File: src/rtl/env_pkg.sv
// Shared types for the environment vertex stream consumers: the default
// coordinate width, the edge record and the edge builder state encoding.
package env_pkg;

  localparam int WORLD_BITS = 32;

  typedef struct packed {
    logic signed [WORLD_BITS-1:0] x0;
    logic signed [WORLD_BITS-1:0] y0;
    logic signed [WORLD_BITS-1:0] x1;
    logic signed [WORLD_BITS-1:0] y1;
  } edge_t;

  typedef enum logic [1:0] {
    IDLE  = 2'd0,
    RUN   = 2'd1,
    DRAIN = 2'd2
  } edge_builder_state;

  // 16-bit increment that sticks at all-ones instead of wrapping.
  function automatic logic [15:0] sat_inc16(input logic [15:0] v);
    return (v == 16'hFFFF) ? v : v + 16'd1;
  endfunction

endpackage

File: src/rtl/obstacle_edge_builder_if.sv
// Bundle of the vertex stream inputs and the edge ready/valid outputs of
// obstacle_edge_builder. master = stream source / edge consumer side,
// slave = the edge builder itself. OBSTACLE_STATS_EN adds the counters.
interface obstacle_edge_builder_if
  import env_pkg::*;
#(
  parameter int WORLD_BITS = env_pkg::WORLD_BITS
) ();

  logic                         start_in;
  logic                         vtx_valid_in;
  logic signed [WORLD_BITS-1:0] vtx_x_in;
  logic signed [WORLD_BITS-1:0] vtx_y_in;
  logic                         env_done_in;

  logic                         edge_valid_out;
  logic                         edge_ready_in;
  logic signed [WORLD_BITS-1:0] edge_x0_out;
  logic signed [WORLD_BITS-1:0] edge_y0_out;
  logic signed [WORLD_BITS-1:0] edge_x1_out;
  logic signed [WORLD_BITS-1:0] edge_y1_out;
  logic                         frame_done_out;
  logic                         overflow_out;
`ifdef OBSTACLE_STATS_EN
  logic [15:0]                  polygon_count_out;
  logic [15:0]                  edge_count_out;
`endif

  modport master (
    output start_in, vtx_valid_in, vtx_x_in, vtx_y_in, env_done_in, edge_ready_in,
    input  edge_valid_out, edge_x0_out, edge_y0_out, edge_x1_out, edge_y1_out,
    input  frame_done_out, overflow_out
`ifdef OBSTACLE_STATS_EN
    , input polygon_count_out, edge_count_out
`endif
  );

  modport slave (
    input  start_in, vtx_valid_in, vtx_x_in, vtx_y_in, env_done_in, edge_ready_in,
    output edge_valid_out, edge_x0_out, edge_y0_out, edge_x1_out, edge_y1_out,
    output frame_done_out, overflow_out
`ifdef OBSTACLE_STATS_EN
    , output polygon_count_out, edge_count_out
`endif
  );

endinterface

File: src/rtl/edge_fifo.sv
// First-word-fall-through edge buffer. The head is visible on rdata the
// cycle after it is written. A push into a full FIFO is accepted only when a
// pop happens in the same cycle; flush empties it synchronously.
module edge_fifo #(
  parameter int WIDTH = 128,
  parameter int DEPTH = 8
) (
  input  logic             clk_in,
  input  logic             rst_in,
  input  logic             flush,
  input  logic             push,
  input  logic             pop,
  input  logic [WIDTH-1:0] wdata,
  output logic [WIDTH-1:0] rdata,
  output logic             full,
  output logic             empty
);

  localparam int AW = $clog2(DEPTH);

  // Pointers carry one extra wrap bit to tell full from empty.
  logic [AW:0]      wr_ptr_q, wr_ptr_d;
  logic [AW:0]      rd_ptr_q, rd_ptr_d;
  logic [WIDTH-1:0] mem_q [DEPTH];
  logic             wr_en;
  logic             rd_en;

  assign empty = (wr_ptr_q == rd_ptr_q);
  assign full  = (wr_ptr_q[AW] != rd_ptr_q[AW]) &&
                 (wr_ptr_q[AW-1:0] == rd_ptr_q[AW-1:0]);

  // Empty head reads as zero so the coordinate outputs are defined out of reset.
  assign rdata = empty ? '0 : mem_q[rd_ptr_q[AW-1:0]];

  // Accept/advance decisions for both pointers.
  always_comb begin
    // NOTE: every signal gets a default first so no path leaves it unassigned (no latch).
    rd_en    = pop && !empty;
    wr_en    = push && (!full || rd_en) && !flush;
    wr_ptr_d = wr_ptr_q + (AW+1)'(wr_en);
    rd_ptr_d = rd_ptr_q + (AW+1)'(rd_en);
    if (flush) begin
      wr_ptr_d = '0;
      rd_ptr_d = '0;
    end
  end

  // Pointer registers.
  always_ff @(posedge clk_in or posedge rst_in) begin
    // NOTE: clocked state uses non-blocking assignments; combinational logic uses blocking.
    if (rst_in) begin
      wr_ptr_q <= '0;
      rd_ptr_q <= '0;
    end else begin
      wr_ptr_q <= wr_ptr_d;
      rd_ptr_q <= rd_ptr_d;
    end
  end

  // Storage write port.
  always_ff @(posedge clk_in) begin
    // NOTE: storage is deliberately not reset; the pointers alone define which entries are live.
    if (wr_en) begin
      mem_q[wr_ptr_q[AW-1:0]] <= wdata;
    end
  end

endmodule

File: src/rtl/obstacle_edge_builder.sv
// Rebuilds polygon edges from the environment vertex stream, closing each
// polygon of 3+ vertices back to its first vertex, buffers them in an
// edge_fifo and pulses frame_done_out once the frame's edges are all taken.
// Optional: define OBSTACLE_STATS_EN for polygon/edge counters.
module obstacle_edge_builder
  import env_pkg::*;
#(
  parameter int WORLD_BITS = env_pkg::WORLD_BITS,
  parameter int FIFO_DEPTH = 8
) (
  input  logic                    clk_in,
  input  logic                    rst_in,
  obstacle_edge_builder_if.slave  eb
);

  localparam int EW = 4 * WORLD_BITS;

  typedef logic signed [WORLD_BITS-1:0] coord_t;

  edge_builder_state state_q, state_d;
  logic              open_q, open_d;      // a polygon has started and not yet closed
  logic              pend_q, pend_d;      // env_done arrived with a vertex; close next cycle
  logic              ovf_q, ovf_d;
  coord_t            first_x_q, first_x_d;
  coord_t            first_y_q, first_y_d;
  coord_t            prev_x_q, prev_x_d;
  coord_t            prev_y_q, prev_y_d;
  logic [15:0]       nverts_q, nverts_d;

  logic              push;
  logic              push_ok;
  logic              pop;
  logic              flush;
  logic              full;
  logic              empty;
  logic              close_now;
  logic [EW-1:0]     push_data;
  logic [EW-1:0]     head_data;

  edge_fifo #(
    .WIDTH (EW),
    .DEPTH (FIFO_DEPTH)
  ) u_fifo (
    .clk_in (clk_in),
    .rst_in (rst_in),
    .flush  (flush),
    .push   (push),
    .pop    (pop),
    .wdata  (push_data),
    .rdata  (head_data),
    .full   (full),
    .empty  (empty)
  );

  assign pop     = !empty && eb.edge_ready_in;
  assign push_ok = push && (!full || pop);

  // Next-state: frame FSM, polygon tracking and edge generation.
  always_comb begin
    state_d   = state_q;
    open_d    = open_q;
    pend_d    = pend_q;
    first_x_d = first_x_q;
    first_y_d = first_y_q;
    prev_x_d  = prev_x_q;
    prev_y_d  = prev_y_q;
    nverts_d  = nverts_q;
    push      = 1'b0;
    push_data = '0;
    flush     = 1'b0;
    close_now = 1'b0;

    case (state_q)
      RUN: begin
        if (pend_q) begin
          // Deferred close for a done that arrived together with a vertex.
          close_now = open_q;
          pend_d    = 1'b0;
          state_d   = DRAIN;
        end else if (eb.vtx_valid_in) begin
          if (!open_q) begin
            first_x_d = eb.vtx_x_in;
            first_y_d = eb.vtx_y_in;
            nverts_d  = 16'd1;
            open_d    = 1'b1;
          end else begin
            push      = 1'b1;
            push_data = {prev_x_q, prev_y_q, eb.vtx_x_in, eb.vtx_y_in};
            nverts_d  = sat_inc16(nverts_q);
          end
          prev_x_d = eb.vtx_x_in;
          prev_y_d = eb.vtx_y_in;
          if (eb.env_done_in) begin
            pend_d = 1'b1;
          end
        end else begin
          close_now = open_q;
          if (eb.env_done_in) begin
            state_d = DRAIN;
          end
        end
      end
      DRAIN: begin
        if (empty) begin
          state_d = IDLE;
        end
      end
      default: begin
      end
    endcase

    // Closing rule: only 3+ vertex polygons need an edge back to the start.
    if (close_now) begin
      open_d = 1'b0;
      if (nverts_q >= 16'd3) begin
        push      = 1'b1;
        push_data = {prev_x_q, prev_y_q, first_x_q, first_y_q};
      end
    end

    // Frame start overrides everything: discard the open polygon and the buffer.
    if (eb.start_in) begin
      state_d = RUN;
      flush   = 1'b1;
      open_d  = 1'b0;
      pend_d  = 1'b0;
      push    = 1'b0;
    end

    ovf_d = eb.start_in ? 1'b0 : (ovf_q | (push && !push_ok));
  end

  // State and tracking registers.
  always_ff @(posedge clk_in or posedge rst_in) begin
    if (rst_in) begin
      state_q   <= IDLE;
      open_q    <= 1'b0;
      pend_q    <= 1'b0;
      ovf_q     <= 1'b0;
      first_x_q <= '0;
      first_y_q <= '0;
      prev_x_q  <= '0;
      prev_y_q  <= '0;
      nverts_q  <= '0;
    end else begin
      state_q   <= state_d;
      open_q    <= open_d;
      pend_q    <= pend_d;
      ovf_q     <= ovf_d;
      first_x_q <= first_x_d;
      first_y_q <= first_y_d;
      prev_x_q  <= prev_x_d;
      prev_y_q  <= prev_y_d;
      nverts_q  <= nverts_d;
    end
  end

  assign eb.edge_valid_out = !empty;
  assign {eb.edge_x0_out, eb.edge_y0_out, eb.edge_x1_out, eb.edge_y1_out} = head_data;
  assign eb.frame_done_out = (state_q == DRAIN) && empty;
  assign eb.overflow_out   = ovf_q;

`ifdef OBSTACLE_STATS_EN
  logic [15:0] poly_cnt_q, poly_cnt_d;
  logic [15:0] edge_cnt_q, edge_cnt_d;

  // Counter updates: closed polygons of 2+ vertices and edges actually stored.
  always_comb begin
    poly_cnt_d = poly_cnt_q;
    edge_cnt_d = edge_cnt_q;
    if (eb.start_in) begin
      poly_cnt_d = '0;
      edge_cnt_d = '0;
    end else begin
      if (close_now && (nverts_q >= 16'd2)) begin
        poly_cnt_d = sat_inc16(poly_cnt_q);
      end
      if (push_ok) begin
        edge_cnt_d = sat_inc16(edge_cnt_q);
      end
    end
  end

  // Counter registers.
  always_ff @(posedge clk_in or posedge rst_in) begin
    if (rst_in) begin
      poly_cnt_q <= '0;
      edge_cnt_q <= '0;
    end else begin
      poly_cnt_q <= poly_cnt_d;
      edge_cnt_q <= edge_cnt_d;
    end
  end

  assign eb.polygon_count_out = poly_cnt_q;
  assign eb.edge_count_out    = edge_cnt_q;
`endif

endmodule

File: src/flat_wrapper.sv
// flat-port wrapper written by rule: the top's interface ports become plain ports
module obstacle_edge_builder_flat import env_pkg::*;
#(
  parameter int WORLD_BITS = env_pkg::WORLD_BITS,
  parameter int FIFO_DEPTH = 8
)
  (clk_in, rst_in, eb_start_in, eb_vtx_valid_in, eb_vtx_x_in, eb_vtx_y_in, eb_env_done_in, eb_edge_ready_in, eb_edge_valid_out, eb_edge_x0_out, eb_edge_y0_out, eb_edge_x1_out, eb_edge_y1_out, eb_frame_done_out, eb_overflow_out);
  obstacle_edge_builder_if #(.WORLD_BITS(WORLD_BITS)) eb_i ();
  input  logic clk_in;
  input  logic rst_in;
  input wire logic [$bits(eb_i.start_in)-1:0] eb_start_in;
  input wire logic [$bits(eb_i.vtx_valid_in)-1:0] eb_vtx_valid_in;
  input wire logic [$bits(eb_i.vtx_x_in)-1:0] eb_vtx_x_in;
  input wire logic [$bits(eb_i.vtx_y_in)-1:0] eb_vtx_y_in;
  input wire logic [$bits(eb_i.env_done_in)-1:0] eb_env_done_in;
  input wire logic [$bits(eb_i.edge_ready_in)-1:0] eb_edge_ready_in;
  output wire logic [$bits(eb_i.edge_valid_out)-1:0] eb_edge_valid_out;
  output wire logic [$bits(eb_i.edge_x0_out)-1:0] eb_edge_x0_out;
  output wire logic [$bits(eb_i.edge_y0_out)-1:0] eb_edge_y0_out;
  output wire logic [$bits(eb_i.edge_x1_out)-1:0] eb_edge_x1_out;
  output wire logic [$bits(eb_i.edge_y1_out)-1:0] eb_edge_y1_out;
  output wire logic [$bits(eb_i.frame_done_out)-1:0] eb_frame_done_out;
  output wire logic [$bits(eb_i.overflow_out)-1:0] eb_overflow_out;
  assign eb_i.start_in = eb_start_in;
  assign eb_i.vtx_valid_in = eb_vtx_valid_in;
  assign eb_i.vtx_x_in = eb_vtx_x_in;
  assign eb_i.vtx_y_in = eb_vtx_y_in;
  assign eb_i.env_done_in = eb_env_done_in;
  assign eb_i.edge_ready_in = eb_edge_ready_in;
  assign eb_edge_valid_out = eb_i.edge_valid_out;
  assign eb_edge_x0_out = eb_i.edge_x0_out;
  assign eb_edge_y0_out = eb_i.edge_y0_out;
  assign eb_edge_x1_out = eb_i.edge_x1_out;
  assign eb_edge_y1_out = eb_i.edge_y1_out;
  assign eb_frame_done_out = eb_i.frame_done_out;
  assign eb_overflow_out = eb_i.overflow_out;
  obstacle_edge_builder #(.WORLD_BITS(WORLD_BITS), .FIFO_DEPTH(FIFO_DEPTH)) u_core (.clk_in(clk_in), .rst_in(rst_in), .eb(eb_i));
endmodule
File: config.mk
export PLATFORM = sky130hd
export DESIGN_NAME = obstacle_edge_builder_flat
export DESIGN_NICKNAME = d
export VERILOG_FILES = /design/src/rtl/env_pkg.sv /design/src/rtl/obstacle_edge_builder_if.sv /design/src/rtl/edge_fifo.sv /design/src/rtl/obstacle_edge_builder.sv /design/src/flat_wrapper.sv
export SDC_FILE = /design/constraint.sdc
export NUM_CORES = 1
export LEC_CHECK = 0
export ABC_AREA = 1
export BUFFER_PORTS_ARGS = -buffer_cell sky130_fd_sc_hd__buf_4
export CAP_MARGIN = 20
export CORE_MARGIN = 1
export CORE_UTILIZATION = 65
export CTS_BUF_LIST = sky130_fd_sc_hd__clkbuf_8
export DETAILED_ROUTE_END_ITERATION = 8
export PLACE_DENSITY_LB_ADDON = 0.3
export SLEW_MARGIN = 20
export SYNTH_ARGS = -nofsm -noshare
export SYNTH_HDL_FRONTEND = slang
export SYNTH_SLANG_ARGS = --single-unit
File: constraint.sdc
create_clock -name clk_in -period 15.57 [get_ports clk_in]
set_input_delay 3.114 -clock clk_in [delete_from_list [all_inputs] [get_ports clk_in]]
set_output_delay 3.114 -clock clk_in [all_outputs]
set_load 0.01 [all_outputs]
=== After elaboration in Yosys (flattened, before gate mapping) ===
Memory sizes are Yosys's and may differ from the RTL's.
Cells that the tools add are included.

* RAM bits: 1024
* Word-level logic and storage cells: 94
* Memories kept: 1
* Register bits after elaboration: 157

* Magnitude comparators: 1
* Add/sub/neg operators: 3
* Reduce and logical (&&, ||, !) cells: 23
* Mux-type cells: 41
* Eq/ne operators: 11
* Bitwise operators: 3

{| class="wikitable"
|+ Memory list
! name !! words !! width !! rd ports !! clocked after Yosys merged registers in !! wr ports !! line !! RTL
|-
| u_core.u_fifo.mem_q || 8 || 128 || 1 || 0 || 1 || edge_fifo.sv:24 || <nowiki>logic [WIDTH-1:0] mem_q [DEPTH];</nowiki>
|}

{| class="wikitable"
|+ Operators by type and width
! cell !! count
|-
| 2-to-1 mux 128 bit || 7
|-
| 2-to-1 mux 16 bit || 2
|-
| 2-to-1 mux 1 bit || 24
|-
| adder 16 x 1 -> 16 bit, second input constant || 1
|-
| equality test 16 bit, second input constant || 1
|-
| >= comparator 16 x 2 -> 1 bit, second input constant || 1
|-
| AND reduction 4 bit || 3
|-
| 2-to-1 mux 2 bit || 5
|-
| nonzero test 3 bit || 3
|-
| adder 4 x 1 -> 4 bit || 2
|-
| logical AND 1 bit || 8
|-
| 2-to-1 mux 4 bit || 2
|-
| != test 4 x 3 -> 1 bit, second input constant || 2
|-
| AND reduction 3 bit || 2
|-
| equality test 4 bit || 1
|-
| zero test 1 bit || 4
|-
| one-hot mux 2 bit (2 select lines) || 1
|-
| equality test 3 bit || 1
|-
| != test 3 x 2 -> 1 bit, second input constant || 1
|-
| != test 3 bit, second input constant || 1
|-
| equality test 2 x 1 -> 1 bit, second input constant || 1
|-
| equality test 2 bit, second input constant || 1
|-
| logical OR 1 bit || 2
|-
| != test 2 bit, second input constant || 1
|-
| other kinds (4) || 5
|}

=== Depth between registers and ports, before layout ===
* Word-level depth: 12
* Mapped depth: 14

=== Modules after synthesis ===
Synthesis repeated with hierarchy kept, for this count alone.

* Cells, all modules: 4337
* Area total of the unflattened synthesis: 48748.0 sq um

{| class="wikitable"
|+ By module, submodules not included
! module !! cells each !! times used !! area each (sq um) !! sequential area each (sq um)
|-
| edge_fifo || 3361 || 1 || 41355.9 || 30949.7
|-
| obstacle_edge_builder || 976 || 1 || 7392.1 || 3728.6
|}

=== Worst setup path before layout ===
OpenSTA, ideal clock, no wires.

* Path kind: in2reg
* Start: input eb_vtx_valid_in
* End: memory u_core.u_fifo.mem_q[0][0], enable pin
* Buffers on the path: 0
* Slack: 5.817 ns
* Stages on the path: 8
* Data arrival time: 9.136 ns
* Setup time: 0.617 ns
* Cell sequence: inv_1 -> nor2_1 -> nand2_2 -> nor2_2 -> inv_1 -> nand2_1 -> nand2_1 -> nor2_1

* Word-level cells in the longest chain between the ends: 10
* Elaborated cells between the ends (all ways): 13

{| class="wikitable"
|+ Ends and longest elaborated chain
! what !! line !! RTL
|-
| start, declared || flat_wrapper.sv:12 || <nowiki>input wire logic [$bits(eb_i.vtx_valid_in)-1:0] eb_vtx_valid_in;</nowiki>
|-
| 2-to-1 mux 1 bit || obstacle_edge_builder.sv:80 || <nowiki>end else if (eb.vtx_valid_in) begin</nowiki>
|-
| 2-to-1 mux 1 bit || obstacle_edge_builder.sv:75 || <nowiki>if (pend_q) begin</nowiki>
|-
| 2-to-1 mux 1 bit || obstacle_edge_builder.sv:73 || <nowiki>case (state_q)</nowiki>
|-
| 2-to-1 mux 1 bit || obstacle_edge_builder.sv:115 || <nowiki>if (nverts_q >= 16'd3) begin</nowiki>
|-
| 2-to-1 mux 1 bit (*) || obstacle_edge_builder.sv:113 || <nowiki>if (close_now) begin</nowiki>
|-
| 2-to-1 mux 1 bit (*) || obstacle_edge_builder.sv:122 || <nowiki>if (eb.start_in) begin</nowiki>
|-
| logical AND 1 bit (*) (2 in a row) || edge_fifo.sv:39 || <nowiki>wr_en = push && (!full || rd_en) && !flush;</nowiki>
|-
| 2-to-1 mux 1 bit (*) || edge_fifo.sv:63 || <nowiki>if (wr_en) begin</nowiki>
|-
| 2-to-1 mux 1 bit (not written as such) (*) || edge_fifo.sv:64 || <nowiki>mem_q[wr_ptr_q[AW-1:0]] <= wdata;</nowiki>
|-
| end, declared || edge_fifo.sv:24 ||
|}

Every way passes the cells marked *; elsewhere a longest branch is shown, timed or not.

=== Worst setup path after layout ===
* Start: register u_core.u_fifo.rd_ptr_q[1]
* End: output eb_edge_y0_out[7]

* Word-level cells in the longest chain between the ends: 2
* Elaborated cells between the ends (all ways): 3

{| class="wikitable"
|+ Ends and longest elaborated chain
! what !! line !! RTL
|-
| start, declared || edge_fifo.sv:23 || <nowiki>logic [AW:0] rd_ptr_q, rd_ptr_d;</nowiki>
|-
| start signal, assigned || edge_fifo.sv:56 || <nowiki>rd_ptr_q <= rd_ptr_d;</nowiki>
|-
| memory (8 x 128 bit) or equality test 4 bit (tied branches) || -- ||
|-
| 2-to-1 mux 128 bit (*) || edge_fifo.sv:33 || <nowiki>assign rdata = empty ? '0 : mem_q[rd_ptr_q[AW-1:0]];</nowiki>
|-
| end, declared || flat_wrapper.sv:19 || <nowiki>output wire logic [$bits(eb_i.edge_y0_out)-1:0] eb_edge_y0_out;</nowiki>
|}

Marks and branches as above.

==> flow_results.org <==
** Status
- Run status :: completed

** Global route
- Initial antenna violation count :: 3
- Number of global-route vias before repair :: between 30000 and 40000
- Global routing finished with a remaining overflow of 0.
- Entering global routing, the biggest net connects 235 pins.
- The first global-routing pass estimated about 190000 um of wire.
- In the global route stage, overall resource usage came out at 0.339.

** Routing
- The pre-antenna-repair detailed-routing pass consisted of 6 iterations.
- Violation count after the first detailed-routing iteration :: 4863
- Total number of vias :: roughly 33000
- Dividing the detail-routed via count by the number of cells gives roughly 6.3.
- The final layout contains routed wiring with a total length of about 130000 um.
- Dividing the detail-routed wire length by the instance count gives 24.2 um.
- Once detail routing completed, the nets flagged for antenna violations numbered 0.
- After detailed routing, the number of remaining DRC violations is 0.

** Power and ir drop
- The design draws between 6 and 7 mW.
- IR analysis of the VDD net gives a maximum drop of about 0.084 mV.
- Ratio of total power to cell area :: 127 nW/um^2
- Leakage Power :: approximately 18 nW

** Critical path
- Number of cells on the worst reg-to-reg path :: 10
- The cell family contributing the most delay on the critical path is buffers and inverters.
- Traced cell by cell, the critical path runs through inv_6, nand2_1, nand2_1, and2_4, nand2_4, buf_4, o21ai_1, nor2_1, buf_4.
- Biggest cell delay along the critical path :: roughly 1.1 ns
- Arrival time at the worst endpoint :: roughly 5 ns
- Count of buffering cells on the critical path with inverters included :: 3
- The worst register-to-register path begins at u_core.u_fifo.rd_ptr_q[1].
- Worst setup path startpoint :: u_core.u_fifo.rd_ptr_q[1]
- Required time of the critical path :: roughly 12 ns
- Register-to-register setup slack :: approximately 10 ns
- Worst path slowest cell :: dfrtp_4
- Startpoint types :: flip-flop
- The worst register-to-register path ends at u_core.u_fifo.mem_q[3][54].
- The worst setup path is of the flip-flop to output port kind.
- Biggest fanout along the worst timing path :: 103
- Endpoint kind of the worst setup timing path :: output port

** Placement
- Input and output buffers added on the ports amount to 200.
- HPWL after DPL :: 72200 um
- Cell total after placement :: slightly below 5000
- After detailed placement, the total cell area comes to slightly below 50000 um^2.
- Timing analysis after detailed placement gives a worst setup slack of ~7.4 ns.
- The congestion estimate from routability-driven global placement came to roughly 0.88.

** Logic synthesis
- Of the total synthesized cell area, the portion taken by XOR and XNOR cells is 0.00185.
- Multiplexer share of the synthesized area :: 0
- The post-synthesis compound-gate area fraction came to 0.124.
- In this run, distinct cell masters in the synthesized netlist total 30.
- Synthesized area divided by synthesized cell count :: around 12 um^2
- Share of flip-flops with an asynchronous set or reset :: 0.133
- Post-synth net total :: roughly 4000
- For this run, the number of Yosys warnings is 0.
- For this run, the leading register cell type out of synthesis is edfxtp_1.
- After synthesis, the largest family of logic cells by area is compound AO/OA/AOI/OAI gates.
- Number of flops mapped to enable cells by yosys :: between 1000 and 1500
- Flop and latch count out of synthesis :: 1181
- Of the total synthesized cell area, the portion taken by full adders, half adders and majority gates is 0.00132.
- Gate count after technology mapping :: 3943
- For this run, the register share of the synthesized area comes to 0.732.
- Simple-gate portion of the synthesized area :: 0.0977
- After synthesis the cells add up to 47400 um^2.

** Clocking
- The longest clock path from root to sink contains 3 buffers.
- After clock tree synthesis, the clock-pin slew on the worst setup and hold paths is ~0.06 ns.
- CTS tree :: yes
- TritonCTS buffer count :: ~180
- The clock drives approximately 1200 sinks.
- In this run, post-CTS repair resized a total of 0 instances.
- For the worst-skew pair, the clock arrives at the later sink with an insertion delay of roughly 0.84 ns.
- Post-CTS timing repair inserted 0 buffers for setup.
- In this run the number of H-tree levels came out at 4.
- Master cell of the clock root buffer :: clkbuf_8
- Count of hold-fix buffers inserted at cts :: 0

** Timing
- Total Neg Setup Slack :: 0 ns
- Hold Violations, Final :: 0
- Final worst clock skew :: 0.0336 ns
- Final critical-path setup slack :: between 7 and 8 ns
- Final critical-path share of the clock period :: 0.514
- The total count of max-transition violations in the final report was 0.
- After layout, the minimum clock period comes to about 8.0 ns.
- At the pin with the least slew margin, the transition time is 1.12 ns.
- Headroom to the max-slew limit came out at 0.244.
- Based on the critical path, the design can be clocked at up to approximately 120 MHz.
- Setup violations remaining at the end of the flow were counted as 0.
- On the final layout, the worst hold slack is about 0.49 ns.
- Setup repair after global routing missed its margin :: no

** Cells and area
- Util after Layout :: 0.733
- Across the whole layout, storage elements account for between 30000 and 40000 um^2.
- Layout overhead on the synthesized area :: 11.1%
- The net count of the finished layout is between 4000 and 5000.
- Leading cell types in the layout, fill and taps excluded :: edfxtp_1, nor2_1, o21ai_0, o22ai_1, buf_4
- In the final layout, the share of cells above drive strength 1 is 0.119.
- Total non-filler cell area in the finished layout :: about 53000 um^2
- Filler cell count :: ~4500
- The finished layout holds roughly 5200 standard cells, fillers aside.
- Multi-input logic area :: ~11000 um^2
- Leaving out fill and tap cells, the most frequent cell in the layout is edfxtp_1.

** Min path
- Worst Hold End :: u_core.first_x_q[30]
- Type of the worst min-delay path :: flip-flop to flip-flop
- The worst hold path was traced through 2 stages.
- Worst Hold Launch :: u_core.first_x_q[30]

** Die
- Die X-Extent :: 272 um
- The die is approximately 270 um tall.
- Floorplan row count :: 98
- After floorplanning, the core was sized to cover approximately 72000 um^2.
- The die covers 73900 um^2.
- Effective utilization at floorplan :: 0.660
- Top Ports :: between 200 and 250

** Run
- Max-cap check violation count :: 0
==> registers in the layout (all words and copies together) (netlist names) <==
| name | flops |
|---|---|
| u_core.u_fifo.mem_q | 1024 |
| u_core.first_x_q | 32 |
| u_core.first_y_q | 32 |
| u_core.prev_x_q | 32 |
| u_core.prev_y_q | 32 |
| u_core.nverts_q | 16 |
| u_core.u_fifo.rd_ptr_q | 4 |
| u_core.u_fifo.wr_ptr_q | 4 |
| u_core.state_q | 2 |
| u_core.eb.overflow_out | 1 |
| u_core.open_q | 1 |
| u_core.pend_q | 1 |
==> power by group <==
part           switching [mW]  internal (mW)
registers              0.0883           3.57
logic                   0.445          0.165
clock network            1.19           1.24
total                    1.72           4.98
==> cells in the mapped netlist (20+ instances only) <==
library cell / instances / share of area
edfxtp_1: 1024 / 0.65
nor2_1: 880 / 0.070
o21ai_0: 667 / 0.070
o22ai_1: 256 / 0.034
nand2_1: 211 / 0.017
o21ai_1: 178 / 0.019
inv_1: 161 / 0.013
dfrtp_1: 157 / 0.083
clkbuf_1: 120 / 0.0095
buf_2: 104 / 0.011
nand3_1: 86 / 0.0091
buf_4: 20 / 0.0032
==> routing by layer <==
| layer | vias up | wire length [um] | global-route usage |
|---|---|---|---|
| li1 | 14382 | - | - |
| met1 | 15780 | 45700 | 0.457 |
| met2 | 2303 | 59000 | 0.528 |
| met3 | 322 | 15100 | 0.0793 |
| met4 | 0 | 5710 | 0.165 |
| met5 | - | 0 | 0 |
==> cells by family (layout without fill, tap and decap cells) <==
family                   after synthesis  count (layout)
buffers and inverters                443             737
XOR/XNOR                              10              10
adder cells (fa/ha/maj)                5               5
AND/OR/NAND/NOR                     1193            1193
AO/OA/AOI/OAI                       1111            1111
flip-flops                          1181            1181
other                                  0               5
==> layout make-up <==
| type | count | share of cell area |
|---|---|---|
| antenna | 5 | 0.000238 |
| timing repair buffer | 240 | 0.0350 |
| sequential | 1181 | 0.660 |
| inverter | 168 | 0.0125 |
| clock buffer | 208 | 0.0544 |
| multi-input combinational | 2319 | 0.204 |
| clock inverter | 121 | 0.0113 |
| tap | 950 | 0.0226 |
==> worst register-to-register path, stage by stage, from the launching register on <==
cell and delay [ns]:
dfrtp_4 1.09, inv_6 0.53, nand2_1 0.26, nand2_1 0.09, nand3_1 0.08, nor2_1 0.05
nor2_1 0.12, nand2_1 0.32, nor2_4 0.91, buf_4 0.85, buf_4 0.82
==> how the worst max path moves through the flow <==
stage | end | slack (ns) | depth (start not counted)
after floorplan | u_core.u_fifo.mem_q[0][0] | 5.82 | 8
after CTS | eb_edge_y1_out[13] | 7.60 | 10
final | eb_edge_y0_out[7] | 7.56 | 9
after detailed placement | u_core.u_fifo.mem_q[3][43] | 7.43 | 12
after global routing | eb_edge_y0_out[1] | 7.28 | 9
after global placement | u_core.u_fifo.mem_q[3][38] | 7.54 | 12
(Power assumes the default switching activity.)
